===== src/rtl/rv_rf_pkg.sv =====
// Shared definitions for the register-file operand sequencer.
//   - FSM state encoding (3-bit) and the typed state enum built on it
//   - ZERO_REG_DEFAULT: default for hardwiring register 0 to zero
//   - RF_LAT: read latency of the register file (registered read port)
package rv_rf_pkg;

    localparam logic [2:0] IDLE = 3'd0;
    localparam logic [2:0] RD1  = 3'd1;
    localparam logic [2:0] RD2  = 3'd2;
    localparam logic [2:0] CAP  = 3'd3;
    localparam logic [2:0] RESP = 3'd4;

    typedef enum logic [2:0] {
        StIdle = IDLE,
        StRd1  = RD1,
        StRd2  = RD2,
        StCap  = CAP,
        StResp = RESP
    } seq_state_e;

    localparam bit          ZERO_REG_DEFAULT = 1'b1;
    localparam int unsigned RF_LAT           = 1;

endpackage


===== src/rtl/regfile_operand_sequencer_if.sv =====
// Bus bundle between decode, the operand sequencer and the register file.
//   slave  : sequencer view (takes requests/writebacks, drives RF port)
//   master : environment view (decode + writeback + register file)
// Signals: req_* request handshake, rsp_* operand response handshake,
//          wb_* writeback, rf_* register file read/write port.
interface regfile_operand_sequencer_if #(
    parameter int unsigned N  = 64,
    parameter int unsigned AW = 5
);
    logic          req_valid;
    logic          req_ready;
    logic [AW-1:0] req_rs1;
    logic [AW-1:0] req_rs2;
    logic          rsp_valid;
    logic          rsp_ready;
    logic [N-1:0]  rsp_op1;
    logic [N-1:0]  rsp_op2;
    logic          wb_valid;
    logic [AW-1:0] wb_addr;
    logic [N-1:0]  wb_data;
    logic [AW-1:0] rf_raddr;
    logic          rf_ren;
    logic [N-1:0]  rf_rdata;
    logic [AW-1:0] rf_waddr;
    logic [N-1:0]  rf_wdata;
    logic          rf_wen;

    modport slave (
        input  req_valid, req_rs1, req_rs2, rsp_ready, wb_valid, wb_addr, wb_data, rf_rdata,
        output req_ready, rsp_valid, rsp_op1, rsp_op2, rf_raddr, rf_ren, rf_waddr, rf_wdata,
               rf_wen
    );

    modport master (
        output req_valid, req_rs1, req_rs2, rsp_ready, wb_valid, wb_addr, wb_data, rf_rdata,
        input  req_ready, rsp_valid, rsp_op1, rsp_op2, rf_raddr, rf_ren, rf_waddr, rf_wdata,
               rf_wen
    );

endinterface


===== src/rtl/regfile_operand_slot.sv =====
// One operand slot: source address, operand data and forward flag.
//   Clk, Rst      : clock, synchronous active-high reset
//   i_load        : latch a new source address, clear the forward flag
//   i_addr        : new source address
//   i_capture     : capture cycle for the register-file read data
//   i_snoop_en    : writebacks may update the operand this cycle
//   i_rdata       : register-file read data
//   i_wen/i_waddr/i_wdata : effective writeback
//   o_addr/o_data : held address and operand value
module regfile_operand_slot
    import rv_rf_pkg::*;
#(
    parameter int unsigned N        = 64,
    parameter int unsigned AW       = 5,
    parameter bit          ZERO_REG = ZERO_REG_DEFAULT
) (
    input  logic          Clk,
    input  logic          Rst,
    input  logic          i_load,
    input  logic [AW-1:0] i_addr,
    input  logic          i_capture,
    input  logic          i_snoop_en,
    input  logic [N-1:0]  i_rdata,
    input  logic          i_wen,
    input  logic [AW-1:0] i_waddr,
    input  logic [N-1:0]  i_wdata,
    output logic [AW-1:0] o_addr,
    output logic [N-1:0]  o_data
);

    logic [AW-1:0] r_addr;
    logic [N-1:0]  r_data;
    logic          r_fwd;
    logic          w_zero;
    logic          w_hit;

    assign w_zero = ZERO_REG && (r_addr == '0);
    // A zero-register operand is never snooped so it stays forced to 0.
    assign w_hit  = i_snoop_en && i_wen && (i_waddr == r_addr) && !w_zero;

    always_ff @(posedge Clk) begin
        if (Rst) begin
            r_addr <= '0;
            r_data <= '0;
            r_fwd  <= 1'b0;
        end else if (i_load) begin
            r_addr <= i_addr;
            r_fwd  <= 1'b0;
        end else if (w_hit) begin
            // Forwarded write beats the read data, even in the capture cycle.
            r_data <= i_wdata;
            r_fwd  <= 1'b1;
        end else if (i_capture && !r_fwd) begin
            r_data <= w_zero ? '0 : i_rdata;
        end
    end

    assign o_addr = r_addr;
    assign o_data = r_data;

endmodule


===== src/rtl/regfile_operand_sequencer.sv =====
// Operand sequencer: serialises rs1/rs2 reads over the single registered
// read port, passes writebacks to the write port and snoops them so the
// returned operands are never stale.
//   Clk : clock       Rst : synchronous active-high reset
//   bus : request/response handshake, writeback and register-file port
module regfile_operand_sequencer
    import rv_rf_pkg::*;
#(
    parameter int unsigned N        = 64,
    parameter int unsigned M        = 32,
    parameter bit          ZERO_REG = ZERO_REG_DEFAULT
) (
    input  logic                        Clk,
    input  logic                        Rst,
    regfile_operand_sequencer_if.slave  bus
);

    localparam int unsigned AW = $clog2(M);

    seq_state_e    r_state;
    seq_state_e    w_state_next;
    logic          w_req_ready;
    logic          w_rf_ren;
    logic          w_snoop_en;
    logic          w_accept;
    logic          w_wen;
    logic [AW-1:0] w_rs1;
    logic [AW-1:0] w_rs2;

    always_ff @(posedge Clk) begin
        if (Rst) begin
            r_state <= StIdle;
        end else begin
            r_state <= w_state_next;
        end
    end

    // req_ready/rf_ren depend only on state and rsp_ready, never req_valid.
    always_comb begin
        w_state_next = r_state;
        w_req_ready  = 1'b0;
        w_rf_ren     = 1'b0;
        w_snoop_en   = 1'b0;
        unique case (r_state)
            StIdle: begin
                w_req_ready = 1'b1;
                if (bus.req_valid) w_state_next = StRd1;
            end
            StRd1: begin
                w_rf_ren     = 1'b1;
                w_snoop_en   = 1'b1;
                w_state_next = StRd2;
            end
            StRd2: begin
                w_rf_ren     = 1'b1;
                w_snoop_en   = 1'b1;
                w_state_next = StCap;
            end
            StCap: begin
                w_snoop_en   = 1'b1;
                w_state_next = StResp;
            end
            StResp: begin
                w_req_ready = bus.rsp_ready;
                // In the handshake cycle the held operands are consumed.
                w_snoop_en  = !bus.rsp_ready;
                if (bus.rsp_ready) w_state_next = bus.req_valid ? StRd1 : StIdle;
            end
            default: w_state_next = StIdle;
        endcase
    end

    assign bus.req_ready = w_req_ready && !Rst;
    assign bus.rf_ren    = w_rf_ren && !Rst;
    assign w_accept      = bus.req_valid && bus.req_ready;

    assign bus.rf_raddr  = (r_state == StRd1) ? w_rs1 : w_rs2;
    assign bus.rsp_valid = (r_state == StResp);

    // Write path is not gated by reset; the register file resolves that itself.
    assign w_wen        = bus.wb_valid && !(ZERO_REG && (bus.wb_addr == '0));
    assign bus.rf_wen   = w_wen;
    assign bus.rf_waddr = bus.wb_addr;
    assign bus.rf_wdata = bus.wb_data;

    regfile_operand_slot #(
        .N        (N),
        .AW       (AW),
        .ZERO_REG (ZERO_REG)
    ) u_slot_op1 (
        .Clk        (Clk),
        .Rst        (Rst),
        .i_load     (w_accept),
        .i_addr     (bus.req_rs1),
        .i_capture  (r_state == StRd2),
        .i_snoop_en (w_snoop_en),
        .i_rdata    (bus.rf_rdata),
        .i_wen      (w_wen),
        .i_waddr    (bus.wb_addr),
        .i_wdata    (bus.wb_data),
        .o_addr     (w_rs1),
        .o_data     (bus.rsp_op1)
    );

    regfile_operand_slot #(
        .N        (N),
        .AW       (AW),
        .ZERO_REG (ZERO_REG)
    ) u_slot_op2 (
        .Clk        (Clk),
        .Rst        (Rst),
        .i_load     (w_accept),
        .i_addr     (bus.req_rs2),
        .i_capture  (r_state == StCap),
        .i_snoop_en (w_snoop_en),
        .i_rdata    (bus.rf_rdata),
        .i_wen      (w_wen),
        .i_waddr    (bus.wb_addr),
        .i_wdata    (bus.wb_data),
        .o_addr     (w_rs2),
        .o_data     (bus.rsp_op2)
    );

endmodule


===== src/flat_wrapper.sv =====
// flat-port wrapper written by rule: the top's interface ports become plain ports
module regfile_operand_sequencer_flat import rv_rf_pkg::*;
#(
    parameter int unsigned N        = 64,
    parameter int unsigned M        = 32,
    parameter bit          ZERO_REG = ZERO_REG_DEFAULT
)
  (Clk, Rst, bus_req_valid, bus_req_rs1, bus_req_rs2, bus_rsp_ready, bus_wb_valid, bus_wb_addr, bus_wb_data, bus_rf_rdata, bus_req_ready, bus_rsp_valid, bus_rsp_op1, bus_rsp_op2, bus_rf_raddr, bus_rf_ren, bus_rf_waddr, bus_rf_wdata, bus_rf_wen);
  regfile_operand_sequencer_if #(.N(N), .AW(5)) bus_i ();
  input  logic Clk;
  input  logic Rst;
  input wire logic [$bits(bus_i.req_valid)-1:0] bus_req_valid;
  input wire logic [$bits(bus_i.req_rs1)-1:0] bus_req_rs1;
  input wire logic [$bits(bus_i.req_rs2)-1:0] bus_req_rs2;
  input wire logic [$bits(bus_i.rsp_ready)-1:0] bus_rsp_ready;
  input wire logic [$bits(bus_i.wb_valid)-1:0] bus_wb_valid;
  input wire logic [$bits(bus_i.wb_addr)-1:0] bus_wb_addr;
  input wire logic [$bits(bus_i.wb_data)-1:0] bus_wb_data;
  input wire logic [$bits(bus_i.rf_rdata)-1:0] bus_rf_rdata;
  output wire logic [$bits(bus_i.req_ready)-1:0] bus_req_ready;
  output wire logic [$bits(bus_i.rsp_valid)-1:0] bus_rsp_valid;
  output wire logic [$bits(bus_i.rsp_op1)-1:0] bus_rsp_op1;
  output wire logic [$bits(bus_i.rsp_op2)-1:0] bus_rsp_op2;
  output wire logic [$bits(bus_i.rf_raddr)-1:0] bus_rf_raddr;
  output wire logic [$bits(bus_i.rf_ren)-1:0] bus_rf_ren;
  output wire logic [$bits(bus_i.rf_waddr)-1:0] bus_rf_waddr;
  output wire logic [$bits(bus_i.rf_wdata)-1:0] bus_rf_wdata;
  output wire logic [$bits(bus_i.rf_wen)-1:0] bus_rf_wen;
  assign bus_i.req_valid = bus_req_valid;
  assign bus_i.req_rs1 = bus_req_rs1;
  assign bus_i.req_rs2 = bus_req_rs2;
  assign bus_i.rsp_ready = bus_rsp_ready;
  assign bus_i.wb_valid = bus_wb_valid;
  assign bus_i.wb_addr = bus_wb_addr;
  assign bus_i.wb_data = bus_wb_data;
  assign bus_i.rf_rdata = bus_rf_rdata;
  assign bus_req_ready = bus_i.req_ready;
  assign bus_rsp_valid = bus_i.rsp_valid;
  assign bus_rsp_op1 = bus_i.rsp_op1;
  assign bus_rsp_op2 = bus_i.rsp_op2;
  assign bus_rf_raddr = bus_i.rf_raddr;
  assign bus_rf_ren = bus_i.rf_ren;
  assign bus_rf_waddr = bus_i.rf_waddr;
  assign bus_rf_wdata = bus_i.rf_wdata;
  assign bus_rf_wen = bus_i.rf_wen;
  regfile_operand_sequencer #(.N(N), .M(M), .ZERO_REG(ZERO_REG)) u_core (.Clk(Clk), .Rst(Rst), .bus(bus_i));
endmodule

===== config.mk =====
export PLATFORM = sky130hd
export DESIGN_NAME = regfile_operand_sequencer_flat
export DESIGN_NICKNAME = d
export VERILOG_FILES = /design/src/rtl/rv_rf_pkg.sv /design/src/rtl/regfile_operand_sequencer_if.sv /design/src/rtl/regfile_operand_slot.sv /design/src/rtl/regfile_operand_sequencer.sv /design/src/flat_wrapper.sv
export SDC_FILE = /design/constraint.sdc
export NUM_CORES = 1
export LEC_CHECK = 0
export ABC_CLOCK_PERIOD_IN_PS = 2200
export CAP_MARGIN = 20
export CORE_MARGIN = 2
export CORE_UTILIZATION = 35
export DETAILED_ROUTE_END_ITERATION = 10
export PLACE_DENSITY = 0.76
export SYNTH_ARGS = -nofsm -noshare
export SYNTH_HDL_FRONTEND = slang
export SYNTH_SLANG_ARGS = --single-unit
export TNS_END_PERCENT = 30

===== constraint.sdc =====
create_clock -name Clk -period 2.2 [get_ports Clk]
set_input_delay 0.44 -clock Clk [delete_from_list [all_inputs] [get_ports Clk]]
set_output_delay 0.44 -clock Clk [all_outputs]
set_load 0.05 [all_outputs]

==> results of run 1 <==
-- cells by family (layout without fill, tap and decap cells) --
family / count (synthesis) / in the layout / share of synthesized area
simple gates: 229 / 229 / 0.134
flops: 143 / 143 / 0.333
mux: 133 / 133 / 0.155
compound gates: 276 / 276 / 0.242
xor+xnor: 11 / 11 / 0.0112
buf+inv: 179 / 450 / 0.125
-- cell type report --
type	count	area share
Timing Repair Buffer	407	0.357
Sequential cell	143	0.212
Tap cell	324	0.0301
Clock buffer	19	0.0321
Multi-Input combinational cell	649	0.350
Inverter	11	0.00306
Clock inverter	13	0.0157
-- state kept, by name (all words and copies together) (netlist names) --
signal	flops
u_core.u_slot_op1.r_fwd	1
u_core.u_slot_op2.o_data	64
u_core.u_slot_op2.o_addr	5
u_core.r_state	3
u_core.u_slot_op1.o_addr	5
u_core.u_slot_op2.r_fwd	1
u_core.u_slot_op1.o_data	64
-- routing by layer --
| layer | wire (um) | global-route usage | share of wire | vias to the layer above |
|---|---|---|---|---|
| met2 | 15500 | 0.415 | 0.50 | 386 |
| met1 | 12000 | 0.263 | 0.39 | 4023 |
| met5 | 0 | 0 | 0 | - |
| li1 | - | - | - | 3881 |
| met3 | 2640 | 0.0682 | 0.086 | 48 |
| met4 | 598 | 0.0836 | 0.019 | 0 |
-- worst max path at each step --
stage / start / end / slack, ns / depth (start not counted)
2_1_floorplan: u_core.r_state[2] / bus_rsp_valid / -0.01 / 2
3_3_place_gp: bus_rsp_ready / u_core.u_slot_op2.o_data[49] / -0.30 / 7
3_5_place_dp: bus_rsp_ready / u_core.u_slot_op1.o_data[57] / -0.35 / 6
4_1_cts: u_core.r_state[2] / bus_rf_raddr[0] / 0.005 / 5
5_1_grt: u_core.r_state[1] / bus_rf_raddr[1] / -0.03 / 5
6_report: u_core.r_state[1] / bus_rf_raddr[1] / 0.04 / 5
-- cell usage after synthesis, types with 3 or more instances --
library cell  number  area (um2)
dfxtp_1          143        2860
a21o_1           128         961
mux2i_1          128        1280
nand2_1          128         480
o211ai_1         128         961
clkbuf_1          72         270
buf_4             70         526
nand2b_1          65         407
nand3b_1          12        90.1
buf_2             11        55.1
inv_1             11        41.3
o21ai_0           10        50.1
xor2_1            10        87.6
buf_6              6        67.6
nor3_1             6        30.0
buf_12             5         100
mux2_2             5        56.3
buf_1              4        15.0
nor2_1             4        15.0
a21oi_1            3        15.0
-- metrics by stage --
stage / power (mW) / instance area [um2] / setup TNS (ns) / std cells / setup slack, ns
after floorplan: 4.22 / 8610 / -0.0119 / 971 / -0.0119
after global placement: 5.29 / 12800 / -32.88 / 1528 / -0.298
after detailed placement: 5.31 / 12800 / -38.50 / 1528 / -0.350
after CTS: 8.57 / 13400 / 0 / 1562 / 0.00501
after global routing: 8.82 / 13500 / -0.0716 / 1566 / -0.0298
final: 8.53 / 13500 / 0 / 1566 / 0.0371
-- report_power, final --
part | switching [mW] | internal (mW) | leakage [nW]
combinational | 1.53 | 0.996 | 3.63
sequential | 0.0774 | 2.70 | 1.16
clock | 1.20 | 2.02 | 0.312
total | 2.81 | 5.72 | 5.10
-- placed cells by master (no fill, tap or decap), types with 12 or more instances in the layout --
cell | synthesis | routed
mux2i_1 | 128 | 128
buf_12 | 5 | 83
clkbuf_16 | 0 | 17
a21o_1 | 128 | 128
nand2b_1 | 65 | 65
clkdlybuf4s50_1 | 0 | 272
nand3b_1 | 12 | 12
nand2_1 | 128 | 128
o211ai_1 | 128 | 128
dfxtp_1 | 143 | 140
buf_4 | 70 | 43
-- what timing repair did --
| item | 4_1_cts | 5_1_grt |
|---|---|---|
| pin swaps | 0 | 1 |
| endpoints found under the setup margin | 5 | 8 |
| gates resized for setup | 9 | 4 |
| setup buffers | 2 | 4 |
==> run summary, run 1 <==
Crit-path cells - buf_6 > nor3b_2 > buf_4 > mux2_2 > buf_6
Htree depth - 4
Max FO, Critical Path - 12
Vias in the first global route - 8724
Total core area - 24200 um2
Worst Skew - 0.00899 ns
# setup viols final - 0
Max rail drop VDD - 395 uV
Clock latency on the worst-skew pair - 0.42 ns
Register area - 2870 um2
Sinks on Clock Net - 143
Netlist Area Pre-Place - 8600 um2
Drt drc - 0
MaxCap Viol Count - 0
Diode count - 0
WL per Instance - 19.6 um
Crit Path Class - flip-flop to output pin
Clock-pin slew on the worst setup and hold paths - 0.06 ns
Slew headroom - 0.619
Vias per inst - 5.32
Post-synth EDFFs - 0
Fmax - 462 MHz
FF+latch count, synth - 143
Fraction of layout cells with a size suffix above 1 - 0.151
Most frequent cell on the critical path - buf_6
Antenna violations before repair - 0
Hold WS - 0.508 ns
Critical R2R Launch - u_core.r_state[2]
Leak - 5.10 nW
Syn Area/Cell - 8.86 um2
R2R Setup Slk - 0.15 ns
Crit path max-delay family - buffers and inverters
Final period util - 0.983
Vias - 8338
Multi-input logic area - 4720 um2
Die ar. - 25800 um2
Fillers - 2154
Final WL - 30700 um
Power Dens Cells - 632 nW/um2
CTS tree - built
Worst slew pin tran - 0.570 ns
First-pass GRT wire length - 47800 um
Final max-slew violation count - 0
Syn_nets - 1119
CP arrival - 1.72 ns
Crit path max-delay cell type - mux2_2
Starting density of the core - 0.355
Final Hold Viols - 0
RSZ-0062 raised after global routing - yes
Synth async-reset ratio - 0
Post-Syn Instances - 971
Register area share after synthesis - 0.333
Hold-fix buffers, CTS - 0
DR iter-0 viols - 510
Worst Hold Endpoint - u_core.u_slot_op1.r_fwd
Synth Warn # - 0
Global Route Usage Sum - 0.232
Grt total ovfl - 0
Root buffer cell - clkbuf_16
Pin count of the biggest net entering global routing - 85
Reg-to-Reg End - u_core.u_slot_op2.o_data[54]
Status - completed
Worst r2r path cells - 8
Chip Width - 161 um
IO Port Bufs - 353
Crit path required time - 1.76 ns
Total clock buffers created by CTS - 17
Min Tclk post-route - 2.16 ns
Finished Core Util - 0.556
CP Capture Type - output pin
Top FF cell, synth - dfxtp_1
Crit path largest cell delay - 0.36 ns
Area growth, synth to finish - 56.8%
Hold Crit Start - u_core.u_slot_op1.r_fwd
DPL Wire Length - 21200 um
CP bufs+invs - 3
Site Rows - 57
Unique masters post-synth - 38
I/O Pins - 354
Worst hold path depth - 1
Worst setup SP type - flip-flop
Antenna Nets Post-Route - 0
Hold Path Class - flip-flop to flip-flop
1st-pass router iterations - 5
Die Ht - 161 um
Placer Congestion - 0.845
Nets@finish - 1377
Clk buf depth - 2
No activity file was read; power rests on OpenSTA's default activity.
==> run 2, diff against run 1 <==
--- a/config.mk
+++ b/config.mk
@@ -9,3 +9,2 @@
 export CAP_MARGIN = 20
-export CORE_MARGIN = 2
 export CORE_UTILIZATION = 35
==> constraint.sdc (replaced) <==
create_clock -name Clk -period 2.2 [get_ports Clk]
set_input_delay 0.33 -clock Clk [delete_from_list [all_inputs] [get_ports Clk]]
set_output_delay 0.33 -clock Clk [all_outputs]
set_load 0.05 [all_outputs]
==> run 2 against run 1 <==
  * Maximum frequency rose by 2.4%
  * Die area is 2.5% lower
  * Cell area fell by 7.2%
  * Worst setup slack better by 0.050 ns
  * Non-clock buffer count is 4 lower
  * Via count down 0.84%
  * Critical path type unchanged
  * Sequential share of layout area increased by 1.6 points
  * Wire length fell by 5.2%
  * First-iteration DRC count down 12%
  * Global-route usage is 0.45 points lower
  * Combinational power decreased by 9.9%
==> run summary, run 2 (synthesized netlist as in run 1, its figures left out) <==
DR iter-0 viols - 447
# setup viols final - 0
CP bufs+invs - 3
CP Capture Type - output pin
Fmax - 473 MHz
RSZ-0062 raised after global routing - no
Clk buf depth - 2
Clock-pin slew on the worst setup and hold paths - 0.06 ns
Area growth, synth to finish - 45.5%
Vias per inst - 5.29
Starting density of the core - 0.356
Die Ht - 159 um
Grt total ovfl - 0
Drt drc - 0
Final WL - 29100 um
Die ar. - 25200 um2
Htree depth - 4
Final Hold Viols - 0
Chip Width - 159 um
Comb power frac - 0.283
First-pass GRT wire length - 45800 um
CP arrival - 1.78 ns
Final period util - 0.961
MaxCap Viol Count - 0
Commonest non-fill, non-tap cell in the layout - clkdlybuf4s50_1
I/O Pins - 354
Worst Skew - 0.00973 ns
Overall power - 8.07 mW
1st-pass router iterations - 5
Register share of total power - 0.344
Slew headroom - 0.595
Antenna Nets Post-Route - 0
Sinks on Clock Net - 143
Status - completed
Final max-slew violation count - 0
Placer Congestion - 0.786
Fillers - 2240
DP Worst Slack - -0.212 ns
Antenna violations before repair - 0
DPL Wire Length - 20300 um
Worst setup SP type - flip-flop
Most frequent cells in the layout - 274 x clkdlybuf4s50_1, 141 x dfxtp_1
Crit path max-delay family - buffers and inverters
Leak - 4.72 nW
Crit path max-delay cell type - dfxtp_1
Internal power - 5.39 mW
Min Tclk post-route - 2.11 ns
Design area - 12500 um2
Non-Filler Instances - 1562
Hold-fix buffers, CTS - 0
Site Rows - 57
WL per Instance - 18.7 um
Crit-path cells - buf_6 > nor3b_4 > buf_6 > mux2_2 > buf_4
Global Route Usage Sum - 0.228
Total clock buffers created by CTS - 17
Fraction of layout cells with a size suffix above 1 - 0.145
Clock network fraction of design power - 0.374
Max FO, Critical Path - 8
Multi-input logic area - 4720 um2
Hold Path Class - input pin to flip-flop
Vias - 8268
PnR worst setup slack - 0.0869 ns
Worst slew pin tran - 0.605 ns
Diode count - 0
Most frequent cell on the critical path - buf_6
CTS tree - built
R2R Setup Slk - 0.13 ns
Pin count of the biggest net entering global routing - 100
Register area - 2870 um2
IO Port Bufs - 353
Clock latency on the worst-skew pair - 0.41 ns
Power Dens Cells - 645 nW/um2
Max rail drop VDD - 479 uV
Root buffer cell - clkbuf_16
Total core area - 24200 um2
Placed cells - 1525
Crit Path Class - flip-flop to output pin
Placed Area - 11800 um2
Sw Share - 0.332
Crit path required time - 1.87 ns
Net load switching power - 2.68 mW
Crit path largest cell delay - 0.34 ns
Vias in the first global route - 8195
Nets@finish - 1373
## run 2: through the flow
step,TNS (ns),hold slack [ns],util
6_report,0,0.241,0.518
4_1_cts,0,0.216,0.516
3_5_place_dp,-20.70,0.515,0.490
3_3_place_gp,-19.13,0.485,0.490
2_1_floorplan,0,0.456,-
5_1_grt,0,0.228,0.518
## run 2: power groups by stage
stage	clock network [mW]	logic, mW	registers, mW
finish	3.02	2.28	2.77
CTS	3.09	2.27	2.77
global route	3.20	2.40	2.78
global placement	0	2.24	2.83
detailed placement	0	2.25	2.83
floorplan	0	1.11	3.11
## run 2: path summary, 6_finish.rpt
check / from / end / depth (start not counted)
setup reg to reg: u_core.u_slot_op1.o_addr[0] / u_core.u_slot_op1.r_fwd / 5
hold / removal: Rst / u_core.r_state[1] / 2
setup / recovery: u_core.r_state[0] / bus_rf_raddr[1] / 5
hold reg to reg: u_core.u_slot_op1.r_fwd / u_core.u_slot_op1.r_fwd / 1
## run 2: worst reg2reg max path, cell delays in order, from the launching register on
cell and delay, ns:
dfxtp_1 0.35, or4_2 0.71, or2_2 0.32, and4_4 0.23, buf_12 0.17, o21a_1 0.18
## run 2: final cells by class
type,instances,area share
sequential,143,0.229
clock inverter,9,0.0106
timing repair buffer,403,0.309
tap,324,0.0324
clock buffer,23,0.0382
inverter,11,0.00330
multi-input combinational,649,0.377
## run 2: layer usage
| metal | routed length (um) | track usage | up-vias |
|---|---|---|---|
| met5 | 0 | 0 | - |
| met4 | 666 | 0.0772 | 0 |
| met3 | 1970 | 0.0559 | 41 |
| met2 | 14700 | 0.400 | 374 |
| met1 | 11800 | 0.268 | 3957 |
| li1 | - | - | 3896 |
## run 2: repair_timing
action / CTS / global route
resized for setup: 3 / 4
hold endpoints to repair: 0 / 0
pin swaps: 0 / 1
gates cloned: 0 / 0
buffers inserted: 1 / 4
setup endpoints to repair: 5 / 5
==> run 3, diff against run 2 <==
Settings changed: CORE_UTILIZATION 35 to 44, HOLD_SLACK_MARGIN set to 0.03, PLACE_DENSITY 0.76 to 0.91.
==> run 3 against run 2 <==
  * Sequential power about the same
  * Clock power up 2%
  * Final cell count shrank 4.6%
  * Non-clock buffer count down 9
  * Die area shrank 20%
  * Sequential share of layout area increased by 0.25 points
  * Sequential cell count unchanged
  * Core utilization increased by 14 points
  * Largest cell class unchanged
  * Largest power group unchanged
==> run summary, run 3 (synthesized netlist as in run 1, its figures left out) <==
Status - completed
Global Route Usage Sum - 0.279
Antenna Nets Post-Route - 0
Crit-path cells - buf_4 > nor3b_1 > buf_4 > mux2_2 > buf_4
TNS Setup - 0 ns
Design area - 12400 um2
RSZ-0062 raised after global routing - no
Htree depth - 4
Vias - 8322
Clk buf depth - 2
DP Worst Slack - -0.221 ns
Nets@finish - 1364
# setup viols final - 0
Final Hold Viols - 0
I/O Pins - 354
Internal power - 5.41 mW
Drt drc - 0
Worst Skew - 0.00538 ns
Most frequent cells in the layout - 274 x clkdlybuf4s50_1, 141 x dfxtp_1
Final WL - 28500 um
Area growth, synth to finish - 43.9%
Antenna violations before repair - 1
DR iter-0 viols - 550
Hold-fix buffers, CTS - 0
Register share of total power - 0.341
Final max-slew violation count - 0
Crit path largest cell delay - 0.35 ns
Most frequent cell on the critical path - buf_4
DPL Wire Length - 19400 um
Max FO, Critical Path - 12
Clock-pin slew on the worst setup and hold paths - 0.06 ns
Placed Area - 11700 um2
WL per Instance - 19.2 um
Sw Share - 0.335
IO Port Bufs - 353
Die Ht - 142 um
Comb power frac - 0.280
CTS tree - built
First-pass GRT wire length - 43800 um
Grt total ovfl - 0
Hold Path Class - input pin to flip-flop
Crit path max-delay cell type - mux2_2
Worst slew pin tran - 0.617 ns
Worst setup SP type - flip-flop
Chip Width - 142 um
Net load switching power - 2.73 mW
Leak - 4.68 nW
Commonest non-fill, non-tap cell in the layout - clkdlybuf4s50_1
1st-pass router iterations - 5
CP arrival - 1.83 ns
Crit path required time - 1.87 ns
MaxCap Viol Count - 0
Power Dens Cells - 657 nW/um2
Vias per inst - 5.59
Vias in the first global route - 8254
Final period util - 0.983
CP Capture Type - output pin
Pin count of the biggest net entering global routing - 103
Starting density of the core - 0.454
Clock latency on the worst-skew pair - 0.41 ns
Total clock buffers created by CTS - 17
Fmax - 463 MHz
Site Rows - 50
Slew headroom - 0.587
Sinks on Clock Net - 143
Placer Congestion - 0.825
Crit Path Class - flip-flop to output pin
Min Tclk post-route - 2.16 ns
Clock network fraction of design power - 0.379
Overall power - 8.14 mW
Total core area - 19000 um2
Placed cells - 1456
Max rail drop VDD - 547 uV
Non-Filler Instances - 1490
Root buffer cell - clkbuf_16
PnR worst setup slack - 0.0380 ns
Fraction of layout cells with a size suffix above 1 - 0.139
Die ar. - 20100 um2
==> run 3: cell types whose count changed in the layout (fill, tap and decap cells not counted), sizes merged <==
cell | before | now
clkinv | 4 | 6
diode | 0 | 1
bufinv | 3 | 4
buf | 129 | 120
clkbuf | 23 | 18
inv | 11 | 13
==> run 3: layout make-up <==
| cell class | count | area [um2] |
|---|---|---|
| Fill cell | 1507 | 6580 |
| Multi-Input combinational cell | 649 | 4710 |
| Timing Repair Buffer | 394 | 3810 |
| Sequential cell | 143 | 2870 |
| Clock buffer | 18 | 429 |
| Tap cell | 260 | 325 |
| Clock inverter | 14 | 190 |
| Inverter | 11 | 41.3 |
| Antenna cell | 1 | 2.50 |
==> run 3: stage by stage <==
stage	util	hold slack, ns
2_1_floorplan	-	0.456
3_3_place_gp	0.620	0.508
3_5_place_dp	0.620	0.534
4_1_cts	0.652	0.303
5_1_grt	0.653	0.364
6_report	0.653	0.336
==> run 3: final timing paths <==
kind | start | end | slack, ns | cells after the start
worst max register to register | u_core.u_slot_op1.o_addr[1] | u_core.u_slot_op1.r_fwd | 0.11 | 5
worst max-delay path | u_core.r_state[2] | bus_rf_raddr[0] | 0.04 | 5
worst min register to register | u_core.u_slot_op1.r_fwd | u_core.u_slot_op1.r_fwd | 0.54 | 1
worst min-delay path | Rst | u_core.r_state[2] | 0.34 | 2
==> run 3: per-layer routing <==
metal / GRT usage / vias to the layer above / part of all wire
li1: - / 3862 / -
met1: 0.319 / 4017 / 0.38
met2: 0.502 / 397 / 0.51
met3: 0.0685 / 46 / 0.083
met4: 0.102 / 0 / 0.022
met5: 0 / - / 0
==> run 3: power by group through the flow <==
stage / combinational (mW) / clock [mW] / sequential, mW
2_1_floorplan: 1.11 / 0 / 3.11
3_3_place_gp: 2.23 / 0 / 2.82
3_5_place_dp: 2.25 / 0 / 2.83
4_1_cts: 2.26 / 3.14 / 2.77
5_1_grt: 2.38 / 3.25 / 2.78
6_report: 2.28 / 3.09 / 2.77
==> run 3: timing repair <==
item	CTS	global route
hold endpoints to repair	0	0
gates resized for setup	0	1
setup buffers	0	1
endpoints found under the setup margin	0	5
==> run 3: worst max-delay path: cells and delay by family, from the launching register on <==
kind	cells	cell delay (ns)
and+or+nand+nor	1	0.20
DFF	1	0.31
buffers and inverters	3	0.55
muxes	1	0.35
